[src/rtl/ex_divider_if.sv]
// EX-stage divider bus: operands and control in from ID/EX, hi/lo and
// stall/done back to the pipeline.
interface ex_divider_if #(
   parameter int DATA_WIDTH = 32
);
   logic                  valid;
   logic [5:0]            funct;
   logic [DATA_WIDTH-1:0] operand_a;
   logic [DATA_WIDTH-1:0] operand_b;
   logic                  flush;
   logic                  stall_in;
   logic                  stall_req;
   logic                  done;
   logic [DATA_WIDTH-1:0] hi;
   logic [DATA_WIDTH-1:0] lo;

   modport master (
      output valid, funct, operand_a, operand_b, flush, stall_in,
      input  stall_req, done, hi, lo
   );

   modport slave (
      input  valid, funct, operand_a, operand_b, flush, stall_in,
      output stall_req, done, hi, lo
   );
endinterface

[src/rtl/ex_divider.sv]
// Multi-cycle restoring divider for DIV/DIVU in EX; stalls the front of the
// pipeline while iterating and presents quotient (lo) / remainder (hi).
module ex_divider #(
   parameter int          DATA_WIDTH = 32,
   parameter int          CNT_WIDTH  = 6,
   parameter logic [5:0]  FUNCT_DIV  = 6'h1A,
   parameter logic [5:0]  FUNCT_DIVU = 6'h1B
) (
   input  logic        clk,
   input  logic        rst,
   ex_divider_if.slave dif
);
   localparam int DW = DATA_WIDTH;
   localparam logic [CNT_WIDTH-1:0] LAST = CNT_WIDTH'(DW - 1);

   typedef enum logic [1:0] {IDLE, BUSY, DONE} state_t;

   state_t               state;
   logic [CNT_WIDTH-1:0] cnt;
   logic [DW:0]          rem;
   logic [DW-1:0]        quot;
   logic [DW-1:0]        divisor;
   logic                 q_neg;
   logic                 r_neg;
   logic [DW-1:0]        hi_q;
   logic [DW-1:0]        lo_q;
   logic                 done_q;

   logic                 is_div;
   logic                 is_signed_op;
   logic                 start;
   logic [DW-1:0]        abs_a;
   logic [DW-1:0]        abs_b;
   logic [DW+1:0]        rem_sh;
   logic [DW:0]          diff;
   logic                 no_borrow;
   logic [DW:0]          rem_nx;
   logic [DW-1:0]        quot_nx;
   logic [DW-1:0]        q_fix;
   logic [DW-1:0]        r_fix;

   assign is_div       = (dif.funct == FUNCT_DIV) || (dif.funct == FUNCT_DIVU);
   assign is_signed_op = (dif.funct == FUNCT_DIV);
   assign start        = dif.valid & ~dif.flush & is_div;

   // Magnitudes for signed ops; -MIN wraps to MIN, which the unsigned
   // iteration then treats as 2^(DW-1), giving the natural overflow result.
   assign abs_a = (is_signed_op && dif.operand_a[DW-1]) ? -dif.operand_a : dif.operand_a;
   assign abs_b = (is_signed_op && dif.operand_b[DW-1]) ? -dif.operand_b : dif.operand_b;

   // One restoring step: shift {rem,quot} left, trial-subtract the divisor.
   always_comb begin
      rem_sh    = {rem, quot[DW-1]};
      no_borrow = (rem_sh >= {2'b00, divisor});
      diff      = rem_sh[DW:0] - {1'b0, divisor};
      rem_nx    = no_borrow ? diff : rem_sh[DW:0];
      quot_nx   = {quot[DW-2:0], no_borrow};
      q_fix     = q_neg ? -quot_nx : quot_nx;
      r_fix     = r_neg ? -rem_nx[DW-1:0] : rem_nx[DW-1:0];
   end

   assign dif.stall_req = ~dif.flush & (((state == IDLE) & start) | (state == BUSY));
   assign dif.done      = done_q;
   assign dif.hi        = hi_q;
   assign dif.lo        = lo_q;

   always_ff @(posedge clk) begin
      if (rst) begin
         state   <= IDLE;
         cnt     <= '0;
         rem     <= '0;
         quot    <= '0;
         divisor <= '0;
         q_neg   <= 1'b0;
         r_neg   <= 1'b0;
         hi_q    <= '0;
         lo_q    <= '0;
         done_q  <= 1'b0;
      end else if (dif.flush) begin
         // hi/lo deliberately left untouched on a cancel
         state  <= IDLE;
         done_q <= 1'b0;
      end else begin
         case (state)
            IDLE: begin
               if (start) begin
                  if (dif.operand_b == '0) begin
                     lo_q   <= '1;
                     hi_q   <= dif.operand_a;
                     done_q <= 1'b1;
                     state  <= DONE;
                  end else begin
                     divisor <= abs_b;
                     quot    <= abs_a;
                     rem     <= '0;
                     cnt     <= '0;
                     q_neg   <= is_signed_op & (dif.operand_a[DW-1] ^ dif.operand_b[DW-1]);
                     r_neg   <= is_signed_op & dif.operand_a[DW-1];
                     state   <= BUSY;
                  end
               end
            end
            BUSY: begin
               rem  <= rem_nx;
               quot <= quot_nx;
               cnt  <= cnt + 1'b1;
               if (cnt == LAST) begin
                  lo_q   <= q_fix;
                  hi_q   <= r_fix;
                  done_q <= 1'b1;
                  state  <= DONE;
               end
            end
            DONE: begin
               // The DIV still sitting in EX is not re-sampled here.
               if (!dif.stall_in) begin
                  done_q <= 1'b0;
                  state  <= IDLE;
               end
            end
            default: begin
               done_q <= 1'b0;
               state  <= IDLE;
            end
         endcase
      end
   end
endmodule
[src/flat_wrapper.sv]
// flat-port wrapper written by rule: the top's interface ports become plain ports
module ex_divider_flat 
#(
   parameter int          DATA_WIDTH = 32,
   parameter int          CNT_WIDTH  = 6,
   parameter logic [5:0]  FUNCT_DIV  = 6'h1A,
   parameter logic [5:0]  FUNCT_DIVU = 6'h1B
)
  (clk, rst, dif_valid, dif_funct, dif_operand_a, dif_operand_b, dif_flush, dif_stall_in, dif_stall_req, dif_done, dif_hi, dif_lo);
  ex_divider_if #(.DATA_WIDTH(DATA_WIDTH)) dif_i ();
  input  logic clk;
  input  logic rst;
  input wire logic [$bits(dif_i.valid)-1:0] dif_valid;
  input wire logic [$bits(dif_i.funct)-1:0] dif_funct;
  input wire logic [$bits(dif_i.operand_a)-1:0] dif_operand_a;
  input wire logic [$bits(dif_i.operand_b)-1:0] dif_operand_b;
  input wire logic [$bits(dif_i.flush)-1:0] dif_flush;
  input wire logic [$bits(dif_i.stall_in)-1:0] dif_stall_in;
  output wire logic [$bits(dif_i.stall_req)-1:0] dif_stall_req;
  output wire logic [$bits(dif_i.done)-1:0] dif_done;
  output wire logic [$bits(dif_i.hi)-1:0] dif_hi;
  output wire logic [$bits(dif_i.lo)-1:0] dif_lo;
  assign dif_i.valid = dif_valid;
  assign dif_i.funct = dif_funct;
  assign dif_i.operand_a = dif_operand_a;
  assign dif_i.operand_b = dif_operand_b;
  assign dif_i.flush = dif_flush;
  assign dif_i.stall_in = dif_stall_in;
  assign dif_stall_req = dif_i.stall_req;
  assign dif_done = dif_i.done;
  assign dif_hi = dif_i.hi;
  assign dif_lo = dif_i.lo;
  ex_divider #(.DATA_WIDTH(DATA_WIDTH), .CNT_WIDTH(CNT_WIDTH), .FUNCT_DIV(FUNCT_DIV), .FUNCT_DIVU(FUNCT_DIVU)) u_core (.clk(clk), .rst(rst), .dif(dif_i));
endmodule
[config.mk]
export PLATFORM = sky130hd
export DESIGN_NAME = ex_divider_flat
export DESIGN_NICKNAME = d
export VERILOG_FILES = /design/src/rtl/ex_divider_if.sv /design/src/rtl/ex_divider.sv /design/src/flat_wrapper.sv
export SDC_FILE = /design/constraint.sdc
export NUM_CORES = 1
export LEC_CHECK = 0
export CAP_MARGIN = 20
export CORE_MARGIN = 2
export CORE_UTILIZATION = 50
export DETAILED_ROUTE_END_ITERATION = 8
export GPL_ROUTABILITY_DRIVEN = 0
export GPL_TIMING_DRIVEN = 1
export PLACE_DENSITY = 0.75
export SKIP_LAST_GASP = 1
export SLEW_MARGIN = 20
export SYNTH_ARGS = -nofsm -noshare
export SYNTH_HDL_FRONTEND = slang
export SYNTH_SLANG_ARGS = --single-unit
[constraint.sdc]
create_clock -name clk -period 15.7 [get_ports clk]
set_input_delay 3.925 -clock clk [delete_from_list [all_inputs] [get_ports clk]]
set_output_delay 3.925 -clock clk [all_outputs]
set_load 0.01 [all_outputs]
==> results.toml <==
[status]
status = "completed"

[route]
drc = 0
antenna_left = 0
via_per_inst = 6.01
drtIter0Drc = 1166
wl_per_cell_um = 16.8
wl_um = 33500
firstDrtPassIters = 5
vias = 11998

[die]
ios = 141
rows = 56
fp.dieW_um = 159
start_util = 0.510
core_mm2 = 0.0235
die_h_um = 159
dieArea_mm2 = 0.0252

[sta]
setup_viol = 0
hold_viol_final = 0
fin_setup_tns_ns = 0
rsz0062_at_grt = "false"
slew_headroom = 0.310
min_period_ns = 9.92
layout_setup_ws_ns = 5.78
max_freq_mhz = 101
fin_crit_sh = 0.632
finClkSkew_ns = 0.0137
drv_slew = 0
tightest_slew_ns = 1.03

[logic_synthesis]
synth_fp_nets = 1716
muxShareOfSynthArea = 0.0172
syn_area_per_cell_um2 = 7.47
ys_ff_latch = 172
synth_compound_area_frac = 0.276
synth-seq-area-share = 0.287
synthSimpleGateAreaFrac = 0.231
synthAdderAreaFrac = 0.0403
synth_cells = 1603
ys.flop_type = "dfxtp_1"
syn_area_mm2 = 0.0120
synth_top_family_by_area = "compound AO/OA/AOI/OAI gates"
synth-async-reset-ratio = 0
synth.distinct_cells = 81
synth_edf_count = 0
synth_warnings = 0
synth-xor-area-share = 0.0972

[power_and_ir_drop]
p_per_area_mw_per_mm2 = 73.7
power.share.sequential = 0.422
combPwrFrac = 0.151
p_int_mw = 0.741
switchingPower_mw = 0.296
clockPowerShare = 0.427
p_leak_nw = 5.00
irDropWorstVdd_mv = 0.0518
p_sw_frac = 0.285

[cells_and_area]
fin_cells = 1997
drive_gt1_frac = 0.0459
final_core_util = 0.600
fillerInstances = 2194
fin_nets = 1778
n_antenna_cell = 0
area_growth_pct = 17.5

[placement]
hpwl_um = 24300
placedCellCount = 1965
dp_worst_setup_slack_ns = 5.80
port-buffer-count = 140

[job]
drv_cap = 0

[global_routing]
overflow = 0
grt_start_max_net_pins = 99
grt_pass1_wl_um = 55000
grt_use_total = 0.260
grt_pass1_vias = 10977
antenna_found_initial = 0

[critical_path]
endpoint_kind = "output port"
critPathRequiredTime_ns = 11.77
path_max_fanout = 4
cp-start-kind = "primary input"
r2r_setup_slack_ns = 10.29
arrival_ns = 6.00
path_class = "primary input to output port"

[clocking]
cts_tree = "built"
postCtsSetupRepairBufs = 0
cts_resized = 0
ctsHoldBuffers = 0
clk_latency_ns = 0.44
htree_levels = 4
path_clk_slew_ns = 0.07
cts_root_buffer = "clkbuf_16"
clk_path_buf_depth = 2
clkSinkCount = 172
cts_buffers = 17

[worst_hold_path]
min-delay-path-class = "register to register"
stage by stage:
stage | area [µm²] | power (mW) | hold WS (ns)
2_1_floorplan | 12000 | 0.547 | 0.432
3_3_place_gp | 13500 | 0.598 | 0.444
3_5_place_dp | 13500 | 0.600 | 0.452
4_1_cts | 14100 | 1.04 | 0.463
5_1_grt | 14100 | 1.07 | 0.482
6_report | 14100 | 1.04 | 0.463
logic make-up after synthesis:
| family | Yosys count |
|---|---|
| adders and majority gates | 38 |
| and+or+nand+nor | 597 |
| AOI/OAI and AO/OA | 484 |
| muxes | 20 |
| buffers and inverters | 159 |
| xor gates and xnor gates | 133 |
| DFF | 172 |
power groups by stage:
stage / logic (mW) / registers [mW] / clock network (mW)
finish: 0.157 / 0.438 / 0.443
detailed placement: 0.152 / 0.448 / 0
CTS: 0.153 / 0.438 / 0.448
global route: 0.169 / 0.438 / 0.466
global placement: 0.151 / 0.448 / 0
floorplan: 0.0996 / 0.448 / 0
metal layers:
layer / part of all wire / vias up / global-route usage
met1: 0.45 / 5535 / 0.354
met3: 0.068 / 44 / 0.0316
met4: 0.015 / 0 / 0.0713
met5: 0 / - / 0
met2: 0.46 / 452 / 0.435
li1: - / 5967 / -
worst max-delay path, cell delays in order:
cell	delay [ns]
clkdlybuf4s50_1	0.45
nor4bb_1	0.34
nand4b_1	0.28
a21boi_0	0.39
clkdlybuf4s50_1	0.62
cells in the final DEF, fill, tap and decap left out, types with 7 or more instances in the layout:
cell             instances
a211oi_1                75
a21boi_0                 7
a21o_1                   9
a21oi_1                112
a22oi_1                 26
a311oi_1                23
a31oi_1                 13
and3_1                   7
buf_4                   11
clkbuf_16               17
clkdlybuf4s50_1        139
dfxtp_1                172
ha_1                    37
inv_1                   51
mux2i_1                 15
nand2_1                184
nand2b_1                 8
nand3_1                 32
nand4_1                 13
nor2_1                 201
nor2b_1                 10
nor3_1                  44
nor4_1                  11
o211ai_1                31
o21a_1                   8
o21ai_0                 79
o21bai_1                 7
o31ai_1                 28
o41ai_1                 14
or3_1                   27
or4_1                   16
xnor2_1                 56
xor2_1                  77
flip-flops by register name, summed over array words and instances, names as in the netlist, 2 cells and up:
register        cells
u_core.rem         33
u_core.dif.hi      32
u_core.dif.lo      32
u_core.divisor     32
u_core.quot        32
u_core.cnt          6
u_core.state        2
synthesized netlist by cell type (32+ instances only):
cell,n,area (µm²)
a211oi_1,75,563
a21oi_1,112,561
clkbuf_1,89,334
dfxtp_1,172,3440
ha_1,37,463
inv_1,51,191
nand2_1,184,691
nand3_1,32,160
nor2_1,203,762
nor3_1,44,220
o21ai_0,80,400
xnor2_1,56,490
xor2_1,77,674
worst paths after layout:
path / start / depth (start not counted) / to
worst max-delay path: dif_funct[4] / 5 / dif_stall_req
worst min-delay path: u_core.divisor[31] / 2 / u_core.divisor[31]
worst max register to register: u_core.quot[31] / 18 / u_core.dif.hi[18]
worst min register to register: u_core.divisor[31] / 2 / u_core.divisor[31]
cell type report:
| class | count | area (µm²) | share of cell area |
|---|---|---|---|
| clock buffers | 18 | 429 | 0.0305 |
| clock inverters | 14 | 179 | 0.0127 |
| inverters | 52 | 198 | 0.0140 |
| multi-input cells | 1272 | 7960 | 0.565 |
| flip-flops and latches | 172 | 3440 | 0.245 |
| well taps | 319 | 399 | 0.0283 |
| repair buffers | 150 | 1470 | 0.105 |
No activity file was read; power rests on OpenSTA's default activity.
